[src/rtl/imem_loader.sv]
// Program loader: packs a valid/ready byte stream into 16-bit instructions and
// writes them to instruction RAM from address 0, holding the core until done.
module imem_loader #(
  parameter int ADDR_WIDTH = 5,
  parameter int DATA_WIDTH = 16
) (
  input  logic                  clk,
  input  logic                  rst_n,
  input  logic                  start,
  input  logic [ADDR_WIDTH:0]   word_count,
  input  logic [7:0]            byte_data,
  input  logic                  byte_valid,
  output logic                  byte_ready,
  output logic                  mem_we,
  output logic [ADDR_WIDTH-1:0] mem_addr,
  output logic [DATA_WIDTH-1:0] mem_wdata,
  output logic                  busy,
  output logic                  done,
  output logic                  cpu_run
);

  typedef enum logic [2:0] {IDLE, HI, LO, WRITE, DONE} state_t;

  localparam logic [ADDR_WIDTH:0] MaxWords = {1'b1, {ADDR_WIDTH{1'b0}}};
  localparam logic [ADDR_WIDTH:0] OneWord  = {{ADDR_WIDTH{1'b0}}, 1'b1};

  state_t                state_q;
  logic [ADDR_WIDTH:0]   addr_q;
  logic [ADDR_WIDTH:0]   remaining_q;
  logic [7:0]            hi_q;
  logic [ADDR_WIDTH-1:0] mem_addr_q;
  logic [DATA_WIDTH-1:0] mem_wdata_q;
  logic [ADDR_WIDTH:0]   count_clamped_d;
  logic                  xfer;

  // word_count carries one extra bit, so any value with it set is at least the RAM depth
  assign count_clamped_d = word_count[ADDR_WIDTH] ? MaxWords : word_count;
  assign xfer            = byte_valid && byte_ready;

  always_ff @(posedge clk) begin
    if (!rst_n) begin
      state_q     <= IDLE;
      addr_q      <= '0;
      remaining_q <= '0;
      hi_q        <= '0;
      mem_addr_q  <= '0;
      mem_wdata_q <= '0;
    end else begin
      case (state_q)
        IDLE, DONE: begin
          if (start) begin
            remaining_q <= count_clamped_d;
            addr_q      <= '0;
            state_q     <= (count_clamped_d == '0) ? DONE : HI;
          end
        end
        HI: begin
          if (xfer) begin
            hi_q    <= byte_data;
            state_q <= LO;
          end
        end
        LO: begin
          if (xfer) begin
            mem_wdata_q <= {hi_q, byte_data};
            mem_addr_q  <= addr_q[ADDR_WIDTH-1:0];
            state_q     <= WRITE;
          end
        end
        WRITE: begin
          // addr_q is one bit wider than the RAM address, so stepping past the last word cannot wrap
          addr_q      <= addr_q + OneWord;
          remaining_q <= remaining_q - OneWord;
          state_q     <= (remaining_q == OneWord) ? DONE : HI;
        end
        default: state_q <= IDLE;
      endcase
    end
  end

  assign byte_ready = (state_q == HI) || (state_q == LO);
  assign mem_we     = (state_q == WRITE);
  assign busy       = (state_q == HI) || (state_q == LO) || (state_q == WRITE);
  assign done       = (state_q == DONE);
  assign cpu_run    = (state_q == DONE);
  assign mem_addr   = mem_addr_q;
  assign mem_wdata  = mem_wdata_q;

endmodule

[config.mk]
export PLATFORM = sky130hd
export DESIGN_NAME = imem_loader
export DESIGN_NICKNAME = d
export VERILOG_FILES = /design/src/rtl/imem_loader.sv
export SDC_FILE = /design/constraint.sdc
export NUM_CORES = 1
export LEC_CHECK = 0
export CORE_MARGIN = 5
export CORE_UTILIZATION = 45
export CTS_CLUSTER_SIZE = 12
export DETAILED_ROUTE_END_ITERATION = 7
export PLACE_DENSITY = 0.82
export SETUP_SLACK_MARGIN = 0.2
export SLEW_MARGIN = 25
export SYNTH_ARGS = -nofsm -noshare
export SYNTH_HDL_FRONTEND = slang
export SYNTH_SLANG_ARGS = --single-unit
[constraint.sdc]
create_clock -name clk -period 1.8 [get_ports clk]
set_input_delay 0.27 -clock clk [delete_from_list [all_inputs] [get_ports clk]]
set_output_delay 0.27 -clock clk [all_outputs]
set_load 0.05 [all_outputs]
Word level (Yosys, flattened, before mapping)
Index checks and enable logic that the tools add are counted.
{ "totals": {"regBits": 44, "out_inout_bits": 26, "input_bits": 18, "elab_cells": 38} }
{ "classes": {"reduce_logical": 11, "eq_ne": 8, "n_mux": 11, "addsub": 2} }
{ "op_table": {"columns": ["cell", "count"], "rows": [
  ["$pmux W6 S2", 2],
  ["$mux W6", 3],
  ["$mux W3", 5],
  ["$pmux W3 S4", 1],
  ["$add A6 B1 Y6 const B", 1],
  ["$eq A3 B2 Y1 const B", 2],
  ["$eq A6 B1 Y1 const B", 1],
  ["$logic_not A6 Y1", 1],
  ["$ne A2 B2 Y1 const B", 3],
  ["$reduce_and A2 Y1", 3],
  ["$sub A6 B1 Y6 const B", 1],
  ["$eq A3 B1 Y1 const B", 1],
  ["$eq A3 B3 Y1 const B", 1],
  ["$logic_not A3 Y1", 1],
  ["$reduce_and A3 Y1", 1],
  ["$logic_or A1 B1 Y1", 2],
  ["$reduce_bool A2 Y1", 1],
  ["$reduce_or A2 Y1", 1],
  ["$logic_and A1 B1 Y1", 1]
]} }

Depth between registers and ports, before layout
Gate-level depths: netlist of the first run.
{ "logic_depth": {"word_depth": 5, "depth_mapped": 6, "mapped_depth_nobuf": 5} }

Worst setup path before layout of the first run
No wires, ideal clock.
{ "synth_path": {"path_kind": "flip-flop to output port", "startpoint": "register state_q[2]", "endpoint": "output done", "t_required_ns": 1.530, "path_stages_with_launch": 5, "slack_ns": -0.612, "arrival_time_ns": 2.142, "cell_sequence": "dfxtp_1 clkbuf_1 inv_1 nor3_1 buf_4"} }
{ "synth_between": {"elab_chain_cells": 1} }
{ "synth_rtl": {"columns": ["item", "line_no", "source"], "rows": [
  ["start: declaration", "27", "state_t state_q;"],
  ["start signal: assignment", "54", "state_q <= (count_clamped_d == '0) ? DONE : HI;"],
  ["start signal: assignment", "74", "state_q <= (remaining_q == OneWord) ? DONE : HI;"],
  ["$eq A3 B3 Y1", null, null],
  ["end: declaration", "18", "output logic done,"]
]} }
Every way passes these cells.

Final worst setup path of the first run
{ "layout_path": {"startpoint": "register remaining_q[0]", "endpoint": "register remaining_q[5]"} }
{ "layout_between": {"elab_chain_cells": 2} }
{ "layout_rtl": {"columns": ["item", "line_no", "source"], "rows": [
  ["start: declaration", "29", "logic [ADDR_WIDTH:0] remaining_q;"],
  ["start signal: assignment", "52", "remaining_q <= count_clamped_d;"],
  ["start signal: assignment", "73", "remaining_q <= remaining_q - OneWord;"],
  ["$sub A6 B1 Y6", "73", null],
  ["$pmux W6 S2", "49", "case (state_q)"]
]} }
Every way passes these cells.
A chain may end at the register's enable or synchronous reset.

==> summary.md, run 1 <==
| Metric | Value |
|---|---|
| Hold_buf cts | 0 |
| Initial drt markers | 109 |
| Cell count after placement | ~320 |
| Yosys top cell by area | dfxtp_1 |
| Die W | between 70 and 80 um |
| Area grow syn2layout | 45.5% |
| Starting Density | about 47% |
| Fmax | between 600 and 700 MHz |
| Flops & latches, synth | 43 |
| Clock root cell | clkbuf_8 |
| Mapped cell area | 1890 um2 |
| # H-tree levels | 2 |
| Crit start category | register |
| First-pass GRT wire length | about 7.6 mm |
| Top-area cell type share of the netlist area | between 40% and 50% |
| Max_slew headroom | around 66% |
| Minimum clock period | between 1.5 and 2 ns |
| Leakage | approximately 0.0011 uW |
| Worst skew pair latency | 0.29 ns |
| Crit-path leading delay family | simple AND/OR/NAND/NOR gates |
| # DRC | 0 |
| Clock Sinks | 43 |
| Sequential fraction of the synthesis area | 45.5% |
| CP max FO | 6 |
| Core Area | a little over 4000 um2 |
| Slew @ Worst Pin | 0.507 ns |
| Worst-case clock buffer depth | 2 |
| CP max stage cell | or4_4 |
| Clock-pin slew on the worst setup and hold paths | 0.08 ns |
| Detailed placer's ending HPWL | 3.16 mm |
| Layout filler cell count | between 300 and 400 |
| Synth cell types | between 40 and 50 |
| Place WS | -0.0235 ns |
| Comb pwr share | 21.6% |
| Setup violations, final | 0 |
| Pin count of the biggest net entering global routing | 29 |
| R2R cell count | 3 |
| Final wirelength | 4.66 mm |
| Non-Filler Instances | roughly 340 |
| CTS buffer count | 5 |
| Final Instance Area | between 2000 and 3000 um2 |
| Status | finished, final reports clean |
| Synth Warn # | 0 |
| Final Hold Fails | 0 |
| Pre-Repair DR Iteration Count | 4 |
| Power Dens Cells | between 800 and 900 nW/um2 |
| Most frequent cell after synthesis | nand2_1 |
| Number of synthesized flops with an enable pin | 0 |
| Final nets | 307 |
| Unrepaired setup endpoints after global routing | yes |
| Via density per instance | approximately 5.3 |
| Fin. max-slew vios | 0 |
| Clock Power Share | between 30% and 40% |
| Internal power | about 1800 uW |
| Syn_nets | roughly 250 |
| Tcrit/Tclk final | between 80% and 90% |
| Final worst clock skew | 0.00198 ns |
| Critical path required time | approximately 2.0 ns |
| Final ANT Viol Nets | 0 |
| Ordered cell list for the critical path | or4_4, or4_1, a31oi_1 |
| Die area | ~5600 um2 |
| CP Depth | 3 |
| Die Y | 74.9 um |
| Worst Path Buf+Inv | 0 |
| Hold depth | 2 |
| Synth top cells by count | nand2_1 (48), dfxtp_1 (43), a21oi_1 (30) |
| Worst r2r src | remaining_q[0]$_SDFFE_PN0P_ |
| Crit end category | register |
| CTS tree | built |
| Avg Cell Area, Syn | around 8.4 um2 |
| Total GRT Usage | ~17% |
| Setup TNS | 0 ns |
| Post-synth ARST share | 0% |
| Maximum VDD drop | around 560 uV |
| Worst hold path class | register to register |
| Proportion of layout cells with a drive suffix above 1 | approximately a fifth |
| Hold Startpoint | mem_wdata[15]$_SDFFE_PN0P_ |
| Placed cell areas | between 2000 and 3000 um2 |
| Worst path max stage delay | 0.54 ns |
| Vias in the first global route | roughly 1.7k |
| I/O Pins | between 40 and 50 |
| Sequential Power Share | 42.1% |
| FP Rows | 23 |
| Synth top area cells | dfxtp_1 (45%), nand2_1 (9.5%), a21oi_1 (7.9%), mux2i_1 (4.2%), nor2_1 (2.6%) |
| CP Class | register to register |
| Routed vias | 1779 |
| Antenna violations before repair | 0 |
| Gpl congestion | about 0.85 |
| Number of diodes | 0 |
| Fin util | 68.4% |
| Mapped Cells | approximately 230 |
| IO Port Bufs | 43 |
| Switching Share | around a quarter |
| Grt ovf | 0 |
| Commonest register cell after synthesis | dfxtp_1 |
| Max-Cap Viols | 0 |
| Critical Path Source | remaining_q[0]$_SDFFE_PN0P_ |
| Wire per inst | between 10 and 15 um |
| Post-route setup slack | around 0.23 ns |
| CP arrival | 1.79 ns |
| NetSw | a little over 600 uW |
==> sequential cells by signal, indices dropped and copies added, names as in the netlist <==
| signal | flops |
|---|---|
| addr_q | 5 |
| mem_addr | 5 |
| state_q | 3 |
| remaining_q | 6 |
| mem_wdata | 16 |
| hi_q | 8 |
==> power groups by stage <==
| stage | clock network [uW] | logic (uW) | registers [uW] |
|---|---|---|---|
| 6_report | 877 | 522 | 1020 |
| 5_1_grt | 934 | 558 | 1020 |
| 4_1_cts | 895 | 465 | 1020 |
| 3_5_place_dp | 0 | 448 | 1040 |
| 3_3_place_gp | 0 | 443 | 1040 |
| 2_1_floorplan | 0 | 267 | 1040 |
==> worst register-to-register path: stages (launching register included) <==
cell     delay [ns]
dfxtp_2        0.36
or4_4          0.54
or4_1          0.41
a31oi_1        0.19
==> final timing paths <==
kind,slack (ns),endpoint
hold / removal,0.45,mem_wdata[15]$_SDFFE_PN0P_
setup reg to reg,0.23,remaining_q[5]$_SDFFE_PN0P_
setup / recovery,0.23,remaining_q[5]$_SDFFE_PN0P_
hold reg to reg,0.45,mem_wdata[15]$_SDFFE_PN0P_
==> metrics by stage <==
step	total power [uW]	hold WS [ns]
finish	2420	0.452
global route	2520	0.471
floorplan	1300	0.401
CTS	2380	0.455
global placement	1490	0.439
detailed placement	1490	0.445
==> cell families (layout without fill, tap and decap cells) <==
kind of cell | count (synthesis) | after routing | synth area share (%)
adders and majority gates | 3 | 3 | 1.98
DFF | 43 | 43 | 45.5
muxes | 9 | 9 | 4.82
and+or+nand+nor | 95 | 95 | 25.2
buffers and inverters | 25 | 86 | 5.62
AOI/OAI and AO/OA | 51 | 51 | 16.9
==> timing repair <==
| item | CTS | global route |
|---|---|---|
| endpoints found under the hold margin | 0 | 0 |
| cloned | 0 | 0 |
| pin swaps | 1 | 2 |
| resized for setup | 27 | 10 |
| setup endpoints to repair | 33 | 13 |
| setup buffers | 2 | 10 |
==> layout make-up <==
class / instances / area (um2) / area share [%]
inverters: 8 / 32.5 / 1.18
clock buffers: 6 / 72.6 / 2.64
well taps: 50 / 62.6 / 2.27
multi-input cells: 158 / 970 / 35.2
clock inverters: 2 / 60.1 / 2.18
repair buffers: 70 / 686 / 24.9
flip-flops and latches: 43 / 871 / 31.6
==> cell usage in the layout, fill, tap and decap left out, types with 2 or more instances in the layout <==
master,count
nor2b_1,2
dlygate4sd2_1,20
a21oi_1,30
a211oi_1,2
dfxtp_2,2
or4_1,2
buf_4,23
dfxtp_1,39
mux2i_1,8
a31oi_1,3
clkdlybuf4s50_1,17
nor2_1,12
nor3_1,2
dfxtp_4,2
buf_12,7
bufinv_16,2
nand3_1,5
nand2_1,48
nor3b_1,3
o311ai_0,3
clkbuf_8,5
or3_1,2
buf_6,2
o211ai_1,3
ha_1,3
nor2b_4,2
nand4b_1,2
inv_1,5
==> per-layer routing <==
layer / vias to the layer above / part of all wire [%] / global-route usage, %
li1: 912 / - / -
met1: 820 / 43 / 21.0
met2: 39 / 52 / 29.5
met3: 8 / 4.0 / 5.21
met4: 0 / 1.7 / 5.73
met5: - / 0 / 0
(Power assumes the default switching activity.)
==> run 2, diff against run 1 <==
SKIP_LAST_GASP = 1   (was default)
==> results of run 2 <==
Same layout as run 1: the final DEF is identical, and so are final timing and power.
==> run 3, diff against run 2 <==
CAP_MARGIN = 20   (was default)
CORE_ASPECT_RATIO = 1.5   (was default)
==> run 3 against run 2 <==
Combinational power is essentially flat. Sequential cell count stayed put. Cell count down 2.4%. Critical path depth up 1. Register-to-register slack improved by 0.03 ns. Non-clock buffer count decreased by 4. Clock skew up 0.0045 ns. Via count increased by 3.4%. Utilization shrank 2.3 points. Setup slack better by 0.012 ns.
==> summary.md, run 3 (synthesis results as in run 1) <==
| Metric | Value |
|---|---|
| Status | finished, final reports clean |
| CTS tree | built |
| Core Area | about 4100 um2 |
| Reg2reg setup slack | 0.26 ns |
| Proportion of layout cells with a drive suffix above 1 | between 20% and 30% |
| Routed vias | about 1.8k |
| R2R cell count | 6 |
| Grt ovf | 0 |
| Minimum clock period | 1.56 ns |
| Place WS | -0.0184 ns |
| Crit end category | output pin |
| Die Y | between 80 and 90 um |
| Final wirelength | 4.86 mm |
| Starting Density | 45.8% |
| Vias in the first global route | around 1.7k |
| Clock root cell | clkbuf_8 |
| Setup violations, final | 0 |
| Commonest non-fill, non-tap cells in the layout | nand2_1 (48), dfxtp_1 (40), a21oi_1 (30) |
| # DRC | 0 |
| Antenna violations before repair | 0 |
| Hold Startpoint | mem_wdata[4]$_SDFFE_PN0P_ |
| Area grow syn2layout | 44.3% |
| Hold endpoint | mem_wdata[4]$_SDFFE_PN0P_ |
| Worst r2r src | state_q[1]$_SDFFE_PN0P_ |
| CP arrival | 1.29 ns |
| Final Instance Area | roughly 2700 um2 |
| Tcrit/Tclk final | around 86% |
| Wire per inst | around 15 um |
| R2R Path End | hi_q[2]$_SDFFE_PN0P_ |
| Post-route setup slack | 0.243 ns |
| Clock-pin slew on the worst setup and hold paths | 0.08 ns |
| Gpl congestion | ~0.8 |
| Max_slew headroom | approximately 66% |
| Final Hold Fails | 0 |
| FP Rows | 29 |
| Pre-Repair DR Iteration Count | 4 |
| Fin. max-slew vios | 0 |
| Initial drt markers | about 100 |
| Largest register FFs | 16 |
| Fin util | 66.0% |
| Placed cell areas | approximately 2500 um2 |
| I/O Pins | between 40 and 50 |
| Worst hold path class | register to register |
| Worst-case clock buffer depth | 2 |
| Final ANT Viol Nets | 0 |
| Crit start category | register |
| Max-Cap Viols | 0 |
| IO Port Bufs | 43 |
| Maximum VDD drop | 840 uV |
| Pin count of the biggest net entering global routing | 25 |
| Slew @ Worst Pin | approximately 0.5 ns |
| Number of diodes | 0 |
| Unrepaired setup endpoints after global routing | no |
| Leakage | around 0.0011 uW |
| # H-tree levels | 2 |
| Total GRT Usage | 17.1% |
| CP Class | register to output pin |
| Hold depth | 2 |
| Worst hold slack | 0.458 ns |
| Die W | around 63 um |
| CP max FO | 7 |
| Worst skew pair latency | around 0.30 ns |
| CTS buffer count | 5 |
| Power Dens Cells | 859 nW/um2 |
| Critical path required time | approximately 1.5 ns |
| Fmax | ~640 MHz |
| Via density per instance | around 5.6 |
| Final worst clock skew | 0.00652 ns |
| Final nets | 303 |
| Clock Sinks | between 40 and 50 |
| Commonest non-fill, non-tap cell in the layout | nand2_1 |
| Detailed placer's ending HPWL | 3.23 mm |
| Die area | 5630 um2 |
| First-pass GRT wire length | approximately 7.7 mm |
[run 3: changes by cell type in the layout (fill, tap and decap cells not counted), sizes merged]
cell / change
inv: +1
dlygate4sd2: -4
bufinv: -1
[run 3: final cells by class]
| type | count | area (um2) |
|---|---|---|
| fillers | 345 | 1410 |
| repair buffers | 66 | 671 |
| well taps | 46 | 57.6 |
| inverters | 8 | 32.5 |
| multi-input cells | 158 | 977 |
| flip-flops and latches | 43 | 872 |
| clock inverters | 2 | 38.8 |
| clock buffers | 6 | 82.6 |
[run 3: how the worst max path moves through the flow]
stage	slack, ns	startpoint	end	cells past startpoint
floorplan	0.19	state_q[1]$_SDFFE_PN0P_	done	4
global placement	-0.003	start	remaining_q[3]$_SDFFE_PN0P_	4
detailed placement	-0.02	start	remaining_q[3]$_SDFFE_PN0P_	4
CTS	0.11	state_q[2]$_SDFFE_PN0P_	mem_we	3
global route	0.19	state_q[1]$_SDFFE_PN0P_	remaining_q[0]$_SDFFE_PN0P_	6
finish	0.24	state_q[0]$_SDFFE_PN0P_	byte_ready	4
[run 3: critical path, stage by stage (launching register included)]
cell and delay [ns]:
dfxtp_4 0.37, buf_12 0.13, nor2b_4 0.13, o21a_1 0.21, buf_12 0.15
[run 3: where the power goes]
part           internal (uW)  switching (uW)  total [uW]
Sequential               985            41.2        1030
Combinational            271             251         522
Clock                    456             341         797
[run 3: timing repair]
action	CTS	global route
pin swaps	1	2
gates resized for setup	30	6
hold buffers	0	0
buffers inserted	2	7
cloned	0	1
setup endpoints to repair	22	6
[run 3: per-layer routing]
layer / track usage, % / up-vias / wire length [um]
met1: 17.6 / 871 / 1960
li1: - / 904 / -
met3: 5.28 / 13 / 305
met2: 30.9 / 51 / 2440
met5: 0 / - / 0
met4: 9.27 / 0 / 158
[run 3: metrics by stage]
stage / TNS (ns) / std cells / power (uW)
floorplan: 0 / 226 / 1300
global placement: -0.00336 / 311 / 1480
detailed placement: -0.0184 / 311 / 1490
CTS: 0 / 321 / 2310
global route: 0 / 329 / 2450
finish: 0 / 329 / 2350
